## config.mk

```make
export PLATFORM = sky130hd
export DESIGN_NAME = aes_round_ctrl
export DESIGN_NICKNAME = d
export VERILOG_FILES = /design/src/rtl/aes_ctrl_pkg.sv /design/src/rtl/aes_round_counter.sv /design/src/rtl/aes_round_ctrl.sv
export SDC_FILE = /design/constraint.sdc
export NUM_CORES = 1
export LEC_CHECK = 0
export CORE_AREA = 2 2 44 46
export DETAILED_ROUTE_END_ITERATION = 10
export DIE_AREA = 0 0 46 48
export HOLD_SLACK_MARGIN = 0.02
export SYNTH_ARGS = -nofsm -noshare
export SYNTH_HDL_FRONTEND = slang
export SYNTH_SLANG_ARGS = --single-unit
```

## constraint.sdc

```tcl
create_clock -name clk -period 1.44 [get_ports clk]
set_input_delay 0.288 -clock clk [delete_from_list [all_inputs] [get_ports clk]]
set_output_delay 0.288 -clock clk [all_outputs]
set_load 0.01 [all_outputs]
```

## src/rtl/aes_ctrl_pkg.sv

```systemverilog
// Shared types and defaults for the AES-128 round sequencer.
// Holds the FSM state encoding, the default round geometry and the op_count width.
package aes_ctrl_pkg;

  localparam int NUM_ROUNDS_DEF = 10;
  localparam int RIDX_W_DEF     = 4;
  localparam int OPC_W          = 16;

  typedef enum logic [2:0] {
    IDLE,
    INIT,
    ROUND,
    FINAL,
    DONE
  } state_t;

endpackage

```

## src/rtl/aes_round_counter.sv

```systemverilog
// Round index counter: synchronous clear (priority) and increment, 0-cycle terminal flag.
// The terminal flag marks the last middle round (count == NUM_ROUNDS-1).
module aes_round_counter
  import aes_ctrl_pkg::*;
#(
  parameter int NUM_ROUNDS = NUM_ROUNDS_DEF,
  parameter int RIDX_W     = RIDX_W_DEF
) (
  input  logic              clk,
  input  logic              rst,
  input  logic              clr,
  input  logic              inc,
  output logic [RIDX_W-1:0] cnt,
  output logic              term
);

  logic [RIDX_W-1:0] r_cnt;

  always_ff @(posedge clk or negedge rst) begin
    if (!rst) begin
      r_cnt <= '0;
    end else if (clr) begin
      r_cnt <= '0;
    end else if (inc) begin
      r_cnt <= r_cnt + 1'b1;
    end
  end

  assign cnt  = r_cnt;
  assign term = (r_cnt == RIDX_W'(NUM_ROUNDS - 1));

endmodule

```

## src/rtl/aes_round_ctrl.sv

```systemverilog
// Sequencer for the iterative AES-128 datapath: INIT, middle rounds, FINAL, then holds result until acked.
// Optional op_count output (completed handshakes, saturating) enabled by AES_ROUND_CTRL_PERF_EN.
module aes_round_ctrl
  import aes_ctrl_pkg::*;
#(
  parameter int NUM_ROUNDS = NUM_ROUNDS_DEF,
  parameter int RIDX_W     = RIDX_W_DEF
) (
  input  logic              clk,
  input  logic              rst,
  input  logic              start,
  input  logic              abort,
  input  logic              out_ready,
  output logic              busy,
  output logic              ld_state,
  output logic              ld_key,
  output logic              rk_en,
  output logic              sel_final,
  output logic [RIDX_W-1:0] round_idx,
  output logic              out_valid,
  output logic              done
`ifdef AES_ROUND_CTRL_PERF_EN
  ,
  output logic [OPC_W-1:0]  op_count
`endif
);

  state_t            r_state;
  state_t            w_state_nxt;
  logic              r_first;
  logic              w_clr;
  logic              w_inc;
  logic              w_ld;
  logic              w_term;
  logic [RIDX_W-1:0] w_cnt;

  aes_round_counter #(
    .NUM_ROUNDS (NUM_ROUNDS),
    .RIDX_W     (RIDX_W)
  ) u_cnt (
    .clk  (clk),
    .rst  (rst),
    .clr  (w_clr),
    .inc  (w_inc),
    .cnt  (w_cnt),
    .term (w_term)
  );

  always_ff @(posedge clk or negedge rst) begin
    if (!rst) begin
      r_state <= IDLE;
      r_first <= 1'b0;
    end else begin
      r_state <= w_state_nxt;
      r_first <= (w_state_nxt == DONE) && (r_state != DONE);
    end
  end

  always_comb begin
    w_state_nxt = r_state;
    w_clr       = 1'b0;
    w_inc       = 1'b0;
    w_ld        = 1'b0;
    case (r_state)
      IDLE: begin
        if (start) begin
          w_state_nxt = INIT;
          w_clr       = 1'b1;
          w_ld        = 1'b1;
        end
      end
      INIT: begin
        w_state_nxt = ROUND;
        w_inc       = 1'b1;
      end
      ROUND: begin
        w_inc = 1'b1;
        if (w_term) w_state_nxt = FINAL;
      end
      FINAL: w_state_nxt = DONE;
      DONE: begin
        // start only counts once the consumer has taken the result
        if (out_ready) begin
          w_clr = 1'b1;
          if (start) begin
            w_state_nxt = INIT;
            w_ld        = 1'b1;
          end else begin
            w_state_nxt = IDLE;
          end
        end
      end
      default: begin
        w_state_nxt = IDLE;
        w_clr       = 1'b1;
      end
    endcase
    if (abort && (r_state != IDLE)) begin
      w_state_nxt = IDLE;
      w_clr       = 1'b1;
      w_inc       = 1'b0;
      w_ld        = 1'b0;
    end
  end

  // Load strobes are the one input decode; held low while reset is asserted.
  assign ld_state  = w_ld & rst;
  assign ld_key    = w_ld & rst;
  assign busy      = (r_state == INIT) || (r_state == ROUND) || (r_state == FINAL);
  assign rk_en     = (r_state == INIT) || (r_state == ROUND);
  assign sel_final = (r_state == FINAL);
  assign out_valid = (r_state == DONE);
  assign done      = r_first;
  assign round_idx = w_cnt;

`ifdef AES_ROUND_CTRL_PERF_EN
  logic [OPC_W-1:0] r_op_count;

  always_ff @(posedge clk or negedge rst) begin
    if (!rst) begin
      r_op_count <= '0;
    end else if (out_valid && out_ready && !abort && (r_op_count != {OPC_W{1'b1}})) begin
      r_op_count <= r_op_count + 1'b1;
    end
  end

  assign op_count = r_op_count;
`endif

endmodule

```

==> results of run 1 <==
## registers in the layout, indices dropped and copies added, names as in the netlist
name       cells
done           1
r_state        3
u_cnt.cnt      4
## worst reg2reg max path, cell delays in order, from the launching register on
cell and delay [ps]:
dfrtp_1 380, buf_4 140, buf_6 130, xnor2_4 130, buf_6 140, or4_4 510, a21oi_2 120
## Yosys cell counts
cell | n | area share [%]
nand2b_1 | 1 | 1.2
clkbuf_1 | 1 | 0.75
a41o_1 | 1 | 2.0
o21ai_0 | 2 | 2.0
dfrtp_1 | 8 | 40
o22ai_1 | 1 | 1.2
xnor2_4 | 1 | 5.5
inv_1 | 3 | 2.2
nor2_1 | 8 | 6.0
buf_2 | 1 | 0.99
buf_4 | 2 | 3.0
and2_1 | 2 | 2.5
a21oi_1 | 4 | 4.0
or3_1 | 2 | 2.5
nor4b_1 | 1 | 1.7
nand2_1 | 1 | 0.75
nor3b_1 | 2 | 3.0
or2_0 | 1 | 1.2
o31ai_1 | 2 | 3.0
or4_1 | 2 | 3.0
nand3_1 | 1 | 0.99
o41ai_1 | 1 | 1.7
buf_6 | 1 | 2.2
o21ba_2 | 1 | 2.0
ha_1 | 2 | 5.0
a2111oi_0 | 1 | 1.7
## area by class of cell
cell class | instances | area (sq um)
clock buffer | 3 | 22.5
multi-input combinational | 37 | 325
inverter | 3 | 11.3
tap | 17 | 21.3
timing repair buffer | 42 | 373
fill | 167 | 736
sequential | 8 | 200
## path summary, 6_finish.rpt
check	startpoint	end	slack [ps]	cells past startpoint
worst max register to register	r_state[0]$_DFF_PN0_	u_cnt.cnt[3]$_DFFE_PN0P_	-160	6
min in group clk	u_cnt.cnt[3]$_DFFE_PN0P_	u_cnt.cnt[3]$_DFFE_PN0P_	590	2
worst min register to register	u_cnt.cnt[3]$_DFFE_PN0P_	u_cnt.cnt[3]$_DFFE_PN0P_	590	2
worst max-delay path	r_state[1]$_DFF_PN0_	ld_key	-250	4
worst min-delay path	rst	u_cnt.cnt[1]$_DFFE_PN0P_	390	2
max in group asynchronous	rst	r_state[0]$_DFF_PN0_	910	2
## power groups by stage
stage	Combinational, uW	Sequential [uW]	Clock, uW
finish	710	284	167
global route	772	287	187
detailed placement	525	307	0
floorplan	284	299	0
global placement	518	307	0
CTS	687	282	180
## routing by layer
metal,vias up,global-route usage [%]
met5,-,0
met4,0,5.14
met3,0,2.64
met2,15,22.8
met1,253,19.5
li1,269,-
## metrics by stage
step / util, % / total power [uW]
global route: 56.4 / 1250
floorplan: - / 584
detailed placement: 46.2 / 831
finish: 56.4 / 1160
CTS: 54.7 / 1150
global placement: 46.2 / 825
## repair_timing
item / CTS / global route
pin swaps: 6 / 3
setup endpoints to repair: 14 / 12
setup buffers: 10 / 1
gates resized for setup: 46 / 6
## cell families after synthesis
| logic type | after synthesis | share of synthesized area, % |
|---|---|---|
| adder cells (fa/ha/maj) | 2 | 4.97 |
| flip-flops | 8 | 39.8 |
| AND/OR/NAND/NOR | 21 | 22.9 |
| AO/OA/AOI/OAI | 13 | 17.7 |
| XOR/XNOR | 1 | 5.47 |
| buffers and inverters | 8 | 9.20 |
==> impl_metrics.csv, run 1 <==
group,metric,value,unit
timing,hold_slack,392,ps
clocking,postCtsHoldBufs,0,
flow_run,max-cap-violations,0,
drt,top_layer_used,"met3",
timing,clock_skew,9.59,ps
worst_setup_path,path_cells,"buf_6 -> a2111oi_4 -> and2_4 -> buf_6",
place,placed_cells,96,
worst_setup_path,critPathArrivalTime,1400,ps
cells_and_area,insertedDiodeCount,0,
worst_setup_path,endpoint_kind,"output port",
cells_and_area,drive_gt1_share,53.8,%
timing,fin_crit,1690,ps
clocking,numCtsBuffers,3,
clocking,clk_latency,250,ps
timing,slew_headroom,81.7,%
drt,viasPerCell,4.88,
global_routing,grt.total_usage,14.3,%
place,placed_area,781,sq um
run_status,status,"finished with violations",
floorplan,placement_rows,15,
clocking,clkSlewWorstSetupHoldPaths,60,ps
place,post-place-ws,-774,ps
timing,worstMarginPinSlew,271,ps
floorplan,die_w,46,um
worst_setup_path,path_class,"reg2out",
run_status,violations,"negative setup slack",
worst_setup_path,slowest_stage,"dfrtp_1",
floorplan,start_util,29.8,%
drt,ant_nets,0,
drt,drc,0,
drt,routed_wl,1340,um
timing,slew_violations,0,
drt,dr.pass1.iters,4,
worst_setup_path,cpMostUsedCell,"buf_6",
power_and_ir_drop,p_sw,404,uW
timing,fin_tns_setup,-1470,ps
drt,num_vias,537,
drt,routedWlPerCell,12.2,um
cells_and_area,finalInstanceArea,953,sq um
worst_setup_path,path_max_fanout,2,
power_and_ir_drop,p_comb_share,61.1,%
global_routing,grt-ovfl-total,0,
worst_setup_path,required,1150,ps
synthesis,synth.cell_area,503,sq um
cells_and_area,instances_no_fill,110,
place,io_buffers,15,
clocking,htree_levels,1,
clocking,cts_num_sinks,8,
place,globalplace.congestion,0.723,
timing,hold_violations,0,
drt,wl_met2,629,um
worst_hold_path,hold_class,"in2async",
synthesis,synth-seq-cells,8,
power_and_ir_drop,ir_worst_vdd,0.000893,V
global_routing,antenna_found_initial,0,
floorplan,die_area,2210,sq um
synthesis,syn_nets,60,
timing,setup_viol,10,
global_routing,grt_max_degree,9,
cells_and_area,final_common_cell,"buf_4",
floorplan,die_y,48,um
drt,wl_met3,97,um
synthesis,netlist_instances,53,
synthesis,synth_warnings,0,
synthesis,yosysSeqAreaShare,39.8,%
timing,fmax,593,MHz
floorplan,placeableCoreArea,1690,sq um
power_and_ir_drop,p_per_area,1220,nW/um^2
power_and_ir_drop,internal_power,757,uW
worst_setup_path,crit_buf_inv,2,
cells_and_area,final_nets,102,
floorplan,io_pins,16,
clocking,cts_tree,"yes",
worst_setup_path,cpPeakStageDelay,390,ps
timing,finalWorstSetupSlack,-246,ps
cells_and_area,area_growth,89.6,%
place,hpwl,936,um
synthesis,avgSynthCellArea,9.49,sq um
clocking,clockBufferDepth,2,
worst_setup_path,cp_top_family,"flip-flops",
power_and_ir_drop,p_leak,0.000472,uW
global_routing,first_global_vias,525,
timing,fin_crit_sh,117,%
clocking,root_buffer,"clkbuf_4",
power_and_ir_drop,seq_power_share,24.5,%
power_and_ir_drop,clkPwrFrac,14.4,%
global_routing,grt_first_pass_wirelength,2250,um
synthesis,yosysUniqueCellTypes,26,
drt,initialDrtViolationCount,9,
cells_and_area,mostFrequentLayoutCells,"buf_4, buf_6, dfrtp_1",
worst_setup_path,start_kind,"register",
power_and_ir_drop,p_sw_share,34.8,%
timing,rsz0062_at_grt,"true",
drt,m1WireLength,614,um
(Power assumes the default switching activity.)
==> run 2, diff against run 1 <==
Settings changed: GPL_TIMING_DRIVEN from default to 0.
==> impl_metrics.csv, run 2 (synthesized netlist as in run 1, its figures left out) <==
group,metric,value,unit
run_status,violations,"negative setup slack",
timing,fin_crit,1750,ps
timing,rsz0062_at_grt,"true",
place,io_buffers,15,
floorplan,io_pins,16,
power_and_ir_drop,p_per_area,1300,nW/um^2
timing,hold_violations,0,
cells_and_area,final_nets,92,
drt,num_vias,504,
power_and_ir_drop,seq_power_share,25.2,%
clocking,htree_levels,1,
cells_and_area,final_core_util,50.2,%
worst_setup_path,endpoint_kind,"output port",
clocking,root_buffer,"clkbuf_4",
global_routing,grt-ovfl-total,0,
timing,finalWorstSetupSlack,-306,ps
floorplan,placement_rows,15,
timing,slew_violations,0,
drt,viasPerCell,5.04,
cells_and_area,insertedDiodeCount,0,
power_and_ir_drop,p_comb_share,59.0,%
floorplan,start_util,29.8,%
worst_hold_path,hold_class,"in2async",
floorplan,die_area,2210,sq um
cells_and_area,drive_gt1_share,44.6,%
floorplan,die_w,46,um
global_routing,grt_max_degree,11,
worst_setup_path,critPathArrivalTime,1460,ps
power_and_ir_drop,ir_worst_vdd,0.000678,V
place,globalplace.congestion,0.731,
clocking,numCtsBuffers,3,
global_routing,antenna_found_initial,0,
power_and_ir_drop,internal_power,702,uW
timing,clock_skew,0.557,ps
place,placed_cells,85,
cells_and_area,mostFrequentLayoutCells,"dfrtp_1, buf_4, buf_6",
clocking,cts_num_sinks,8,
cells_and_area,area_growth,68.7,%
worst_setup_path,r2r_setup_slack,-280,ps
clocking,clockBufferDepth,2,
clocking,clkSlewWorstSetupHoldPaths,60,ps
timing,worstMarginPinSlew,404,ps
flow_run,max-cap-violations,0,
floorplan,die_y,48,um
power_and_ir_drop,clkPwrFrac,15.8,%
drt,initialDrtViolationCount,4,
cells_and_area,largest_register_ffs,4,
drt,routed_wl,1360,um
global_routing,grt_first_pass_wirelength,2080,um
clocking,clk_latency,250,ps
worst_setup_path,path_max_fanout,2,
place,hpwl,775,um
timing,fmax,573,MHz
run_status,status,"finished with violations",
worst_setup_path,r2r_cells,7,
worst_setup_path,required,1150,ps
timing,setup_viol,10,
drt,drc,0,
global_routing,grt.total_usage,13.7,%
floorplan,placeableCoreArea,1690,sq um
global_routing,first_global_vias,457,
power_and_ir_drop,p_leak,0.000438,uW
power_and_ir_drop,p_sw_share,36.4,%
cells_and_area,instances_no_fill,100,
power_and_ir_drop,p_sw,401,uW
worst_setup_path,path_class,"reg2out",
drt,routedWlPerCell,13.6,um
timing,slew_headroom,73.0,%
clocking,cts_tree,"yes",
worst_setup_path,start_kind,"register",
drt,dr.pass1.iters,4,
timing,fin_crit_sh,121,%
drt,ant_nets,0,
-- run 2: cell types whose count changed in the layout (fill, tap and decap cells not counted), sizes merged --
cell | before | now
buf | 33 | 22
dlymetal6s2s | 1 | 2
clkbuf | 3 | 5
dlygate4sd2 | 5 | 4
clkdlybuf4s50 | 3 | 2
-- run 2: area by class of cell --
cell class	instances	area, sq um
inverter	3	11.3
sequential	8	200
clock buffer	3	22.5
tap	17	21.3
buffer	4	41.3
multi-input combinational	37	310
fill	169	841
timing repair buffer	28	241
-- run 2: repair_timing --
item / CTS / global route
resized for setup: 37 / 11
pin swaps: 6 / 2
cloned: 0 / 0
setup buffers: 8 / 5
hold buffers: 0 / 0
setup endpoints to repair: 14 / 12
-- run 2: final timing paths --
path                                                from                        to
worst min-delay path                                 rst  u_cnt.cnt[1]$_DFFE_PN0P_
worst max register to register      r_state[0]$_DFF_PN0_  u_cnt.cnt[3]$_DFFE_PN0P_
min in group clk                                   abort      r_state[2]$_DFF_PN0_
max in group asynchronous                            rst      r_state[2]$_DFF_PN0_
worst min register to register  u_cnt.cnt[3]$_DFFE_PN0P_  u_cnt.cnt[3]$_DFFE_PN0P_
worst max-delay path                r_state[2]$_DFF_PN0_                  ld_state
-- run 2: power by group through the flow --
stage          Combinational (uW)  Clock (uW)  Sequential (uW)
6_report                      651         174              278
5_1_grt                       698         197              282
4_1_cts                       567         181              278
3_5_place_dp                  467           0              296
3_3_place_gp                  465           0              296
2_1_floorplan                 284           0              299
-- run 2: worst max-delay path, cell delays in order (launching register included) --
cell and delay (ps):
dfrtp_1 380, clkbuf_8 140, a2111oi_4 310, and2_4 210
buf_6 90, buf_6 90
-- run 2: routing by layer --
layer	routed length (um)	track usage (%)	part of all wire [%]	vias to the layer above
li1	-	-	-	248
met5	0	0	0	-
met2	671	19.2	49	19
met1	594	18.5	44	235
met3	80	3.77	5.9	2
met4	16	8.57	1.2	0
-- run 2: metrics by stage --
stage | cell area, sq um | hold slack (ps) | setup TNS [ps] | worst slack (ps) | total power (uW)
after floorplan | 538 | -7.59 | -11.0 | -11.0 | 584
after global placement | 709 | 557 | -4230 | -982 | 761
after detailed placement | 709 | 569 | -4060 | -966 | 762
after CTS | 782 | 334 | -1460 | -361 | 1030
after global routing | 848 | 354 | -2630 | -362 | 1180
final | 848 | 330 | -2080 | -306 | 1100
==> run 3, diff against run 2 <==
Settings changed: SKIP_LAST_GASP from default to 1.
==> impl_metrics.csv, run 3 (synthesized netlist as in run 1, its figures left out) <==
group,metric,value,unit
power_and_ir_drop,ir_worst_vdd,0.000672,V
floorplan,die_area,2210,sq um
clocking,root_buffer,"clkbuf_4",
worst_setup_path,start_kind,"register",
place,globalplace.congestion,0.731,
timing,rsz0062_at_grt,"true",
drt,viasPerCell,5.10,
timing,fin_crit_sh,121,%
timing,fin_crit,1740,ps
cells_and_area,instances_no_fill,97,
timing,clock_skew,2.37,ps
timing,slew_violations,0,
cells_and_area,register_area,200,sq um
floorplan,die_y,48,um
global_routing,grt_first_pass_wirelength,2080,um
clocking,cts_num_sinks,8,
global_routing,grt-ovfl-total,0,
drt,drc,0,
timing,hold_violations,0,
floorplan,start_util,29.8,%
drt,routed_wl,1300,um
drt,initialDrtViolationCount,4,
worst_setup_path,endpoint_kind,"output port",
clocking,numCtsBuffers,3,
cells_and_area,largest_register_ffs,4,
timing,setup_viol,10,
clocking,clkSlewWorstSetupHoldPaths,60,ps
worst_setup_path,path_max_fanout,2,
cells_and_area,area_growth,60.9,%
timing,finalWorstSetupSlack,-299,ps
power_and_ir_drop,p_leak,0.000420,uW
drt,routedWlPerCell,13.4,um
run_status,status,"finished with violations",
flow_run,max-cap-violations,0,
global_routing,first_global_vias,457,
global_routing,grt.total_usage,13.7,%
power_and_ir_drop,power,1040,uW
timing,fmax,575,MHz
clocking,htree_levels,1,
drt,num_vias,495,
place,post-place-ws,-966,ps
drt,ant_nets,0,
cells_and_area,mostFrequentLayoutCells,"dfrtp_1, buf_4, buf_6, nor2_1, buf_2",
clocking,clk_latency,260,ps
worst_hold_path,hold_class,"in2async",
place,io_buffers,15,
cells_and_area,fillers,181,
floorplan,die_w,46,um
cells_and_area,multi_input_area,305,sq um
run_status,violations,"negative setup slack",
clocking,clockBufferDepth,2,
timing,slew_headroom,72.5,%
floorplan,placeableCoreArea,1690,sq um
worst_setup_path,required,1150,ps
global_routing,grt_max_degree,11,
cells_and_area,insertedDiodeCount,0,
floorplan,io_pins,16,
timing,worstMarginPinSlew,411,ps
cells_and_area,final_common_cell,"dfrtp_1",
place,placed_cells,85,
worst_setup_path,path_class,"reg2out",
cells_and_area,drive_gt1_share,41.3,%
worst_setup_path,critPathArrivalTime,1450,ps
place,hpwl,775,um
floorplan,placement_rows,15,
drt,dr.pass1.iters,3,
power_and_ir_drop,p_per_area,1290,nW/um^2
global_routing,antenna_found_initial,0,
clocking,cts_tree,"yes",
cells_and_area,final_nets,89,
run 3: cell count changes in the layout (fill, tap and decap cells not counted):
cell | previous run | this run
a21oi_1 | 2 | 4
a21oi_2 | 2 | 0
and2_1 | 1 | 0
and2_4 | 1 | 2
buf_4 | 8 | 7
buf_6 | 7 | 6
buf_8 | 1 | 0
run 3: layer usage:
| layer | wire [um] | vias up | global-route usage (%) |
|---|---|---|---|
| li1 | - | 241 | - |
| met1 | 626 | 233 | 18.5 |
| met4 | 31 | 0 | 8.57 |
| met2 | 564 | 17 | 19.2 |
| met3 | 75 | 4 | 3.77 |
| met5 | 0 | - | 0 |
run 3: cell type report:
cell class                 instances  area share [%]
clock buffer                       3            2.78
sequential                         8            24.7
timing repair buffer              25            25.7
inverter                           3            1.39
buffer                             4            5.10
multi-input combinational         37            37.7
tap                               17            2.63
run 3: worst paths after layout:
path                                     startpoint                        to  slack (ps)  cells past startpoint
max                            r_state[2]$_DFF_PN0_                  ld_state        -300                      5
min                                             rst  u_cnt.cnt[2]$_DFFE_PN0P_         330                      1
max reg2reg                    r_state[0]$_DFF_PN0_  u_cnt.cnt[3]$_DFFE_PN0P_        -210                      6
min reg2reg                u_cnt.cnt[3]$_DFFE_PN0P_  u_cnt.cnt[3]$_DFFE_PN0P_         570                      2
max in group asynchronous                       rst  u_cnt.cnt[0]$_DFFE_PN0P_         820                      1
min in group clk                              abort      r_state[2]$_DFF_PN0_         370                      2
run 3: worst max-delay path, stage by stage, from the launching register on:
cell and delay (ps):
dfrtp_1 380, clkbuf_8 140, a2111oi_4 300, and2_4 200, buf_6 80, buf_6 80
run 3: power by group:
part / total (uW) / internal, uW / switching (uW)
Sequential: 278 / 260 / 17.6
Combinational: 589 / 304 / 285
Clock: 176 / 95.6 / 80.0
Total: 1040 / 660 / 383
run 3: metrics by stage:
stage	hold WS, ps	setup TNS (ps)	area (sq um)	utilization (%)
2_1_floorplan	-7.59	-11.0	538	-
3_3_place_gp	557	-4230	709	42.0
3_5_place_dp	569	-4060	709	42.0
4_1_cts	334	-1500	779	46.1
5_1_grt	354	-2010	810	47.9
6_report	329	-1530	810	47.9
run 3: what timing repair did:
item / CTS / global route
hold buffers: 0 / 0
buffers inserted: 8 / 2
endpoints found under the setup margin: 14 / 12
gates resized for setup: 36 / 8
pin swaps: 6 / 2
